## src/rtl/ball_move_pkg.sv

```systemverilog
// Shared pong definitions: ball FSM encoding, score limit, direction codes
// and small arithmetic helpers used by the ball mover.
package ball_move_pkg;

    typedef enum logic [1:0] {
        IDLE  = 2'd0,
        MOVE  = 2'd1,
        SCORE = 2'd2
    } ball_state_e;

    // A player who reaches this many points ends the game.
    localparam logic [3:0] SCORE_MAX = 4'd9;

    // Direction encodings: column grows to the right, row grows downward.
    localparam logic DIR_RIGHT = 1'b1;
    localparam logic DIR_LEFT  = 1'b0;
    localparam logic DIR_DOWN  = 1'b1;
    localparam logic DIR_UP    = 1'b0;

    // Absolute row distance computed in signed 13 bits so that rows near 0
    // never wrap to a huge unsigned value.
    function automatic logic [12:0] row_dist(input logic [11:0] a, input logic [11:0] b);
        logic signed [12:0] d;
        d = $signed({1'b0, a}) - $signed({1'b0, b});
        return d[12] ? 13'(-d) : 13'(d);
    endfunction

    // Score increment that sticks at the game-ending limit.
    function automatic logic [3:0] sat_inc(input logic [3:0] s);
        return (s >= SCORE_MAX) ? s : s + 4'd1;
    endfunction

endpackage

```

## src/rtl/ball_move_tick_gen.sv

```systemverilog
// Free-running prescaler: emits a one-cycle tick every STEP_DIV clocks.
module tick_gen #(
    parameter int STEP_DIV = 50000
) (
    input  logic clk,
    input  logic rst_n,
    output logic tick
);

    localparam int CW = (STEP_DIV > 1) ? $clog2(STEP_DIV) : 1;
    localparam logic [CW-1:0] LAST = CW'(STEP_DIV - 1);

    logic [CW-1:0] count_reg;

    assign tick = (count_reg == LAST);

    // Count up to STEP_DIV-1, then wrap to 0 on the tick cycle.
    always_ff @(posedge clk) begin
        if (!rst_n) begin
            count_reg <= '0;
        end else if (tick) begin
            count_reg <= '0;
        end else begin
            count_reg <= count_reg + CW'(1);
        end
    end

endmodule

```

## src/rtl/ball_move.sv

```systemverilog
// Pong ball mover: serves from the centre, steps one pixel diagonally per
// tick, bounces off walls and paddles, and keeps the score.
module ball_move #(
    parameter int DISP_COLS     = 800,
    parameter int DISP_ROWS     = 600,
    parameter int PADDLE_HEIGHT = 44,
    parameter int PADDLE_WIDTH  = 12,
    parameter int BALL_SIZE     = 8,
    parameter int PADDLE_COL_L  = 20,
    parameter int PADDLE_COL_R  = 780,
    parameter int STEP_DIV      = 50000
) (
    input  logic        clk,
    input  logic        rst_n,
    input  logic        serve,
    input  logic [11:0] left_paddle_row,
    input  logic [11:0] right_paddle_row,
    output logic [11:0] ball_row,
    output logic [11:0] ball_col,
    output logic        ball_active,
    output logic [3:0]  score_left,
    output logic [3:0]  score_right,
    output logic        game_over
);

    import ball_move_pkg::*;

    localparam int HALF_BALL = BALL_SIZE / 2;

    localparam logic [11:0] CENTRE_ROW = 12'(DISP_ROWS / 2);
    localparam logic [11:0] CENTRE_COL = 12'(DISP_COLS / 2);
    localparam logic [11:0] ROW_TOP    = 12'(HALF_BALL);
    localparam logic [11:0] ROW_BOT    = 12'(DISP_ROWS - 1 - HALF_BALL);
    localparam logic [11:0] COL_LEFT   = 12'(HALF_BALL);
    localparam logic [11:0] COL_RIGHT  = 12'(DISP_COLS - 1 - HALF_BALL);
    // Ball centre column at which its edge touches a paddle face.
    localparam logic [11:0] LPAD_HIT_COL = 12'(PADDLE_COL_L + PADDLE_WIDTH / 2 + HALF_BALL);
    localparam logic [11:0] RPAD_HIT_COL = 12'(PADDLE_COL_R - PADDLE_WIDTH / 2 - HALF_BALL);
    // Largest centre-to-centre row distance that still counts as a hit.
    localparam logic [12:0] PADDLE_REACH = 13'(PADDLE_HEIGHT / 2 + HALF_BALL);

    ball_state_e state_reg, state_next;
    logic [11:0] ball_row_reg, ball_row_next;
    logic [11:0] ball_col_reg, ball_col_next;
    logic        dir_x_reg, dir_x_next;
    logic        dir_y_reg, dir_y_next;
    logic        serve_dir_reg, serve_dir_next;
    logic [3:0]  score_left_reg, score_left_next;
    logic [3:0]  score_right_reg, score_right_next;
    logic        tick;
    logic        hit_left, hit_right;

    tick_gen #(
        .STEP_DIV(STEP_DIV)
    ) u_tick_gen (
        .clk  (clk),
        .rst_n(rst_n),
        .tick (tick)
    );

    assign hit_left  = (dir_x_reg == DIR_LEFT) && (ball_col_reg == LPAD_HIT_COL) &&
                       (row_dist(ball_row_reg, left_paddle_row) <= PADDLE_REACH);
    assign hit_right = (dir_x_reg == DIR_RIGHT) && (ball_col_reg == RPAD_HIT_COL) &&
                       (row_dist(ball_row_reg, right_paddle_row) <= PADDLE_REACH);

    assign ball_row    = ball_row_reg;
    assign ball_col    = ball_col_reg;
    assign ball_active = (state_reg == MOVE);
    assign score_left  = score_left_reg;
    assign score_right = score_right_reg;
    assign game_over   = (score_left_reg == SCORE_MAX) || (score_right_reg == SCORE_MAX);

    // State and datapath registers; reset drops any ball in flight.
    always_ff @(posedge clk) begin
        if (!rst_n) begin
            state_reg       <= IDLE;
            ball_row_reg    <= CENTRE_ROW;
            ball_col_reg    <= CENTRE_COL;
            dir_x_reg       <= DIR_RIGHT;
            dir_y_reg       <= DIR_DOWN;
            serve_dir_reg   <= DIR_RIGHT;
            score_left_reg  <= 4'd0;
            score_right_reg <= 4'd0;
        end else begin
            state_reg       <= state_next;
            ball_row_reg    <= ball_row_next;
            ball_col_reg    <= ball_col_next;
            dir_x_reg       <= dir_x_next;
            dir_y_reg       <= dir_y_next;
            serve_dir_reg   <= serve_dir_next;
            score_left_reg  <= score_left_next;
            score_right_reg <= score_right_next;
        end
    end

    // Next-state logic: serve, per-tick step with reflections, scoring.
    always_comb begin
        state_next       = state_reg;
        ball_row_next    = ball_row_reg;
        ball_col_next    = ball_col_reg;
        dir_x_next       = dir_x_reg;
        dir_y_next       = dir_y_reg;
        serve_dir_next   = serve_dir_reg;
        score_left_next  = score_left_reg;
        score_right_next = score_right_reg;

        case (state_reg)
            IDLE: begin
                ball_row_next = CENTRE_ROW;
                ball_col_next = CENTRE_COL;
                if (serve && !game_over) begin
                    state_next     = MOVE;
                    dir_x_next     = serve_dir_reg;
                    dir_y_next     = DIR_DOWN;
                    serve_dir_next = ~serve_dir_reg;
                end
            end

            MOVE: begin
                if (tick) begin
                    if ((dir_x_reg == DIR_LEFT) && (ball_col_reg <= COL_LEFT)) begin
                        score_right_next = sat_inc(score_right_reg);
                        state_next       = SCORE;
                    end else if ((dir_x_reg == DIR_RIGHT) && (ball_col_reg >= COL_RIGHT)) begin
                        score_left_next = sat_inc(score_left_reg);
                        state_next      = SCORE;
                    end else begin
                        // Wall and paddle reflections are independent, so a
                        // corner hit flips both before this tick's step.
                        if ((dir_y_reg == DIR_UP) && (ball_row_reg <= ROW_TOP)) begin
                            dir_y_next = DIR_DOWN;
                        end else if ((dir_y_reg == DIR_DOWN) && (ball_row_reg >= ROW_BOT)) begin
                            dir_y_next = DIR_UP;
                        end
                        if (hit_left) begin
                            dir_x_next = DIR_RIGHT;
                        end else if (hit_right) begin
                            dir_x_next = DIR_LEFT;
                        end
                        ball_row_next = (dir_y_next == DIR_DOWN) ? ball_row_reg + 12'd1
                                                                 : ball_row_reg - 12'd1;
                        ball_col_next = (dir_x_next == DIR_RIGHT) ? ball_col_reg + 12'd1
                                                                  : ball_col_reg - 12'd1;
                    end
                end
            end

            SCORE: begin
                ball_row_next = CENTRE_ROW;
                ball_col_next = CENTRE_COL;
                state_next    = IDLE;
            end

            default: begin
                state_next = IDLE;
            end
        endcase
    end

endmodule

```

## config.mk

```make
export PLATFORM = sky130hd
export DESIGN_NAME = ball_move
export DESIGN_NICKNAME = d
export VERILOG_FILES = /design/src/rtl/ball_move_pkg.sv /design/src/rtl/ball_move_tick_gen.sv /design/src/rtl/ball_move.sv
export SDC_FILE = /design/constraint.sdc
export NUM_CORES = 1
export LEC_CHECK = 0
export CAP_MARGIN = 10
export CORE_MARGIN = 3
export CORE_UTILIZATION = 30
export DETAILED_ROUTE_END_ITERATION = 6
export GPL_ROUTABILITY_DRIVEN = 1
export RECOVER_POWER = 100
export SKIP_CTS_REPAIR_TIMING = 1
export SLEW_MARGIN = 5
export SYNTH_ARGS = -nofsm -noshare
export SYNTH_HDL_FRONTEND = slang
export SYNTH_HIERARCHICAL = 1
export SYNTH_SLANG_ARGS = --single-unit
export TNS_END_PERCENT = 10
```

## constraint.sdc

```tcl
create_clock -name clk -period 7.8 [get_ports clk]
set_input_delay 1.56 -clock clk [delete_from_list [all_inputs] [get_ports clk]]
set_output_delay 1.56 -clock clk [all_outputs]
set_load 0.01 [all_outputs]
```

-- Word level (Yosys, flattened, before mapping)
Index checks and enable logic that the tools add are counted.
- add/sub/neg operators: 11
- order comparisons: 8
- equality and inequality tests: 12
- multiplexer cells: 39
- bitwise gates (word level): 7
- reduce and logical (&&, ||, !) cells: 22
- operators by type and width (operator ; count):
    12-bit two-way mux ; 8
    12-bit case mux with 2 select lines ; 2
    13-bit by 5-bit less-or-equal comparator with 1-bit output, second input constant ; 2
    13-bit two-way mux ; 2
    13-bit negation ; 2
    12-bit by 12-bit subtractor with 13-bit output ; 2
    12-bit by 1-bit adder with 12-bit output, second input constant ; 2
    12-bit by 10-bit greater-or-equal comparator with 1-bit output, second input constant ; 2
    12-bit by 3-bit less-or-equal comparator with 1-bit output, second input constant ; 2
    12-bit by 1-bit subtractor with 12-bit output, second input constant ; 2
    1-bit two-way mux ; 20
    16-bit by 1-bit adder with 16-bit output, second input constant ; 1
    16-bit equality test, second input constant ; 1
    12-bit by 10-bit equality test with 1-bit output, second input constant ; 1
    12-bit by 5-bit equality test with 1-bit output, second input constant ; 1
    5-bit AND reduction ; 2
    1-bit logical AND ; 9
    4-bit by 1-bit adder with 4-bit output, second input constant ; 2
    4-bit equality test, second input constant ; 2
    4-bit greater-or-equal comparator, second input constant ; 2
    2-bit two-way mux ; 4
    4-bit AND reduction ; 2
    1-bit inverter ; 7
    2-bit inequality test, second input constant ; 3
    other kinds (13) ; 16
- register bits: 53
- input bits: 27
- output and inout port bits: 34
- logic and storage cells: 108

-- Depth between registers and ports, before layout
- depth after elaboration: 16
- depth in mapped cells: 24
- mapped depth without buffers: 24

-- Cells and area by module
Netlist, hierarchy kept.
- modules (own cells, without submodules) (module ; times used ; cells an instance ; area each (um^2) ; sequential area each (um^2)):
    ball_move ; 1 ; 568 ; 4425.5 ; 740.7
    tick_gen ; 1 ; 81 ; 747.0 ; 320.3

-- Worst setup path before layout
No wires, ideal clock.
- path type: input to register
- start point: input right_paddle_row[0]
- end point: register ball_col_reg[11], in the netlist ball_col[11]
- setup time: 0.121 ns
- arrival time: 6.490 ns
- required time: 7.679 ns
- path slack: 1.188 ns
- stages: 23
- path buffers: 0
- cells stage by stage: ha_1 fa_1 nand2b_1 a21oi_2 o311a_1 o21ba_4 nand3_2 nor2_1 mux2_2 o311a_1 nor3_2 ha_1 a21o_1 a21oi_1 o21bai_1 a21oi_1 nor2b_1 o21a_1 o31a_1 o41ai_1 o31a_1 nor3_2 mux2i_1
- longest elaborated chain between the ends: 16
- ends and longest elaborated chain (item ; RTL line ; source):
    start: declaration ; ball_move.sv:17 ; input logic [11:0] right_paddle_row,
    12-bit by 12-bit subtractor with 13-bit output (*) ; ball_move_pkg.sv:24 ; d = $signed({1'b0, a}) - $signed({1'b0, b});
    13-bit negation ; ball_move_pkg.sv:25 ; return d[12] ? 13'(-d) : 13'(d);
    13-bit two-way mux (*) ; ball_move_pkg.sv:25 ;
    13-bit by 5-bit less-or-equal comparator with 1-bit output (*) ; ball_move.sv:64 ; (row_dist(ball_row_reg, right_paddle_row) <= PADDLE_REACH);
    1-bit logical AND (*) ; ball_move.sv:63 ; assign hit_right = (dir_x_reg == DIR_RIGHT) && (ball_col_reg == RPAD_HIT_COL) &&
    1-bit two-way mux (*) ; ball_move.sv:137 ; end else if (hit_right) begin
    1-bit two-way mux (*) ; ball_move.sv:135 ; if (hit_left) begin
    1-bit two-way mux (*) ; ball_move.sv:124 ; end else if ((dir_x_reg == DIR_RIGHT) && (ball_col_reg >= COL_RIGHT)) begin
    1-bit two-way mux (*) ; ball_move.sv:121 ; if ((dir_x_reg == DIR_LEFT) && (ball_col_reg <= COL_LEFT)) begin
    1-bit two-way mux (*) ; ball_move.sv:120 ; if (tick) begin
    1-bit two-way mux (*) ; ball_move.sv:107 ; case (state_reg)
    12-bit two-way mux (*) ; ball_move.sv:142 ; ball_col_next = (dir_x_next == DIR_RIGHT) ? ball_col_reg + 12'd1
    12-bit two-way mux (*) ; ball_move.sv:124 ;
    12-bit two-way mux (*) ; ball_move.sv:121 ;
    12-bit two-way mux (*) ; ball_move.sv:120 ;
    12-bit case mux with 2 select lines (*) ; ball_move.sv:107 ;
    end signal: assignment ; ball_move.sv:87 ; ball_col_reg <= ball_col_next;
    end: declaration ; ball_move.sv:44 ; logic [11:0] ball_col_reg, ball_col_next;
Mark *: on every way between the ends. The rest lies on a longest branch, timed or not. The select of a mux whose other input is x is not followed.
A chain may end at the register's enable or synchronous reset.

-- Worst setup path in the final report
- start point: input right_paddle_row[1]
- end point: register ball_col_reg[11], in the netlist ball_col[11]
Same word-level chain as after synthesis.

==> run metrics <==
CTS H-Tree Depth=2; antenna viol nets, final=0; Final setup violation count=0; slowest stage delay, CP=between 0.5 and 0.6 ns; n_diodes=0; Area growth syn-to-layout=19.1%; Worst R2R End=ball_col[11]; Global Route Usage Sum=between 10 and 15%; worst clock skew=0.00875 ns; status=finished clean; flops & latches, synth=between 50 and 60; DRT iter0 DRCs=209; via-per-instance ratio=5.18; core area=approximately 0.017 mm^2; Top FF cell, synth=dfxtp_1; Std-Cell Rows=47; Hold WS=between 0.4 and 0.5 ns; largest net degree at the start of global routing=43; number of distinct library cells after synthesis=slightly above 80; Fillers=between 1500 and 2000; Pwr Density=111 mW/mm^2; initial antenna violation count=0; Routed Wire Length=13000 um; asr flop ratio synth=0%; peak supply drop=0.114 mV; die outline area=0.0189 mm^2; Critical Path RT=7.98 ns; clock slew at reported path FFs=approximately 0.070 ns; wire length per cell=between 10 and 15 um; IO Port Bufs=60; CTS Buf Count=5; CTS sink cnt=53; Setup crit start kind=input pin; Slowest-stage cell, CP=dlygate4sd3_1; Hold Path End=u_tick_gen/count_reg[0]; Peak Freq=0.142 GHz; Worst R2R Start=ball_row[0]; vias in the first global route=4393; CTS max path bufs=2; Slew headroom=8.37%; CTS tree=done; most frequent cells in the layout=53 x dfxtp_1, 51 x ha_1, 50 x nor2_1; Final Net Count=784; Final Util=36.9%; TNS Setup=0 ns; global route overflow=0; reg2reg path depth=24; commonest non-fill, non-tap cell in the layout=dfxtp_1; gpl congestion=~0.85; fin crit share=90.4%; Cells after Synth=649; DRC viols=0; RSZ-0062 raised after global routing=no; Via Count=4780; CTS root buffer=clkbuf_16; EDFF count, synth=0; critical-path cell list=dlygate4sd3_1 -> inv_1 -> ha_1 -> nor2b_1 -> o21ai_1 -> a311o_1 -> o21ba_1 -> nand3_2 -> nor2_1 -> mux2_1 -> o311a_1 -> nor3_2 -> ha_1 -> a21o_1 -> a21oi_1 -> o21bai_1 -> a21oi_1 -> nor2b_1 -> o21a_1 -> o31a_1 -> o41ai_1 -> o31a_1 -> nor3_2 -> mux2i_1; Critical Path Source=right_paddle_row[1]; clk_lat worst skew=0.29 ns; first-pass iteration count of the detailed router=4; hold_sp=u_tick_gen/count_reg[0]; worst hold path type=reg -> reg; Worst Max-Slew Pin Slew=1.37 ns; worst hold path depth=1; Leakage Power=2.46 nW; Mean Syn Cell Area=roughly 8.0 um^2; share of cells above drive strength 1=5.69%; Synth Warn #=6; Max FO, Critical Path=6; Worst EP arrival=7.23 ns; Seq/Total Area, Yosys=20.5%; syn nets=~730; initial core utilization=31.0%; placed wire-length estimate=a little under 10000 um; Chip Width=137 um; Worst Setup End Kind=flop; r2r setup slk=1.80 ns; max-cap violations=0; Final Hold Fails=0; worst setup path category=in -> reg; max reg flops=16; first-pass GRT wire length=21500 um; post-route minimum period=between 7 and 8 ns; Syn Std Cell Area=0.00517 mm^2; Top Ports=61; die height=137 um; final number of max-transition violations=0
## synth_stat cells (10+ instances only)
| cell type | n | area share (%) |
|---|---|---|
| ha_1 | 51 | 12 |
| nor2b_1 | 16 | 1.9 |
| a21oi_1 | 37 | 3.6 |
| nor3_1 | 18 | 1.7 |
| and2_1 | 18 | 2.2 |
| inv_1 | 44 | 3.2 |
| xor2_1 | 16 | 2.7 |
| dfxtp_1 | 53 | 21 |
| nand3_1 | 26 | 2.5 |
| o21a_1 | 12 | 1.7 |
| and3_1 | 10 | 1.2 |
| o21ai_0 | 25 | 2.4 |
| nand2_1 | 42 | 3.0 |
| nor2_1 | 50 | 3.6 |
| clkbuf_1 | 11 | 0.80 |
| xnor2_1 | 30 | 5.1 |
## worst max path at each step
| stage | to | slack [ns] | depth (start not counted) |
|---|---|---|---|
| final | ball_col[11] | 0.75 | 24 |
| after global routing | ball_col[11] | 0.13 | 24 |
| after CTS | ball_col[11] | 0.86 | 24 |
| after detailed placement | ball_col[11] | 0.59 | 24 |
| after global placement | ball_col[11] | 0.58 | 24 |
| after floorplan | ball_col[11] | 1.19 | 23 |
## metal layers
metal  global-route usage [%]  wire length (um)
met5                        0                 0
met3                     1.50               461
met1                     19.9              6610
met4                     2.83               146
met2                     22.4              5740
## power by group
part           leakage [nW]  switching (mW)  internal (mW)
Combinational          1.95          0.0803         0.0649
Clock                0.0831          0.0994          0.160
Sequential            0.428         0.00472          0.273
Total                  2.46           0.184          0.498
## critical path: cells and delay by family
| family | cells | cell delay [ns] |
|---|---|---|
| simple gates | 6 | 0.93 |
| compound gates | 12 | 2.97 |
| fa+ha+maj | 2 | 0.65 |
| mux | 2 | 0.46 |
| buf+inv | 2 | 0.64 |
## cells by family (layout without fill, tap and decap cells)
group           after synthesis  after routing  share of synthesized area [%]
simple gates                251            251                           26.7
fa+ha+maj                    55             55                           13.9
xor+xnor                     48             48                           8.42
buf+inv                      62            116                           4.72
mux                           8              8                           1.57
flops                        53             53                           20.5
compound gates              172            172                           24.2
## area by class of cell
| type | instances | area, um^2 | area share (%) |
|---|---|---|---|
| tap | 220 | 275 | 4.47 |
| multi-input combinational | 534 | 3860 | 62.6 |
| inverter | 45 | 169 | 2.74 |
| clock inverter | 2 | 37.5 | 0.609 |
| timing repair buffer | 63 | 619 | 10.1 |
| sequential | 53 | 1060 | 17.2 |
| clock buffer | 6 | 139 | 2.25 |
## metrics by stage
stage                     worst slack (ns)  power, mW  area, um^2  std cells
after floorplan                       1.19      0.390        5170        649
after global placement               0.584      0.430        6000        915
after detailed placement             0.589      0.430        6000        915
after CTS                            0.859      0.692        6170        923
after global routing                 0.125      0.719        6160        923
final                                0.750      0.683        6160        923
No activity file was read; power rests on OpenSTA's default activity.
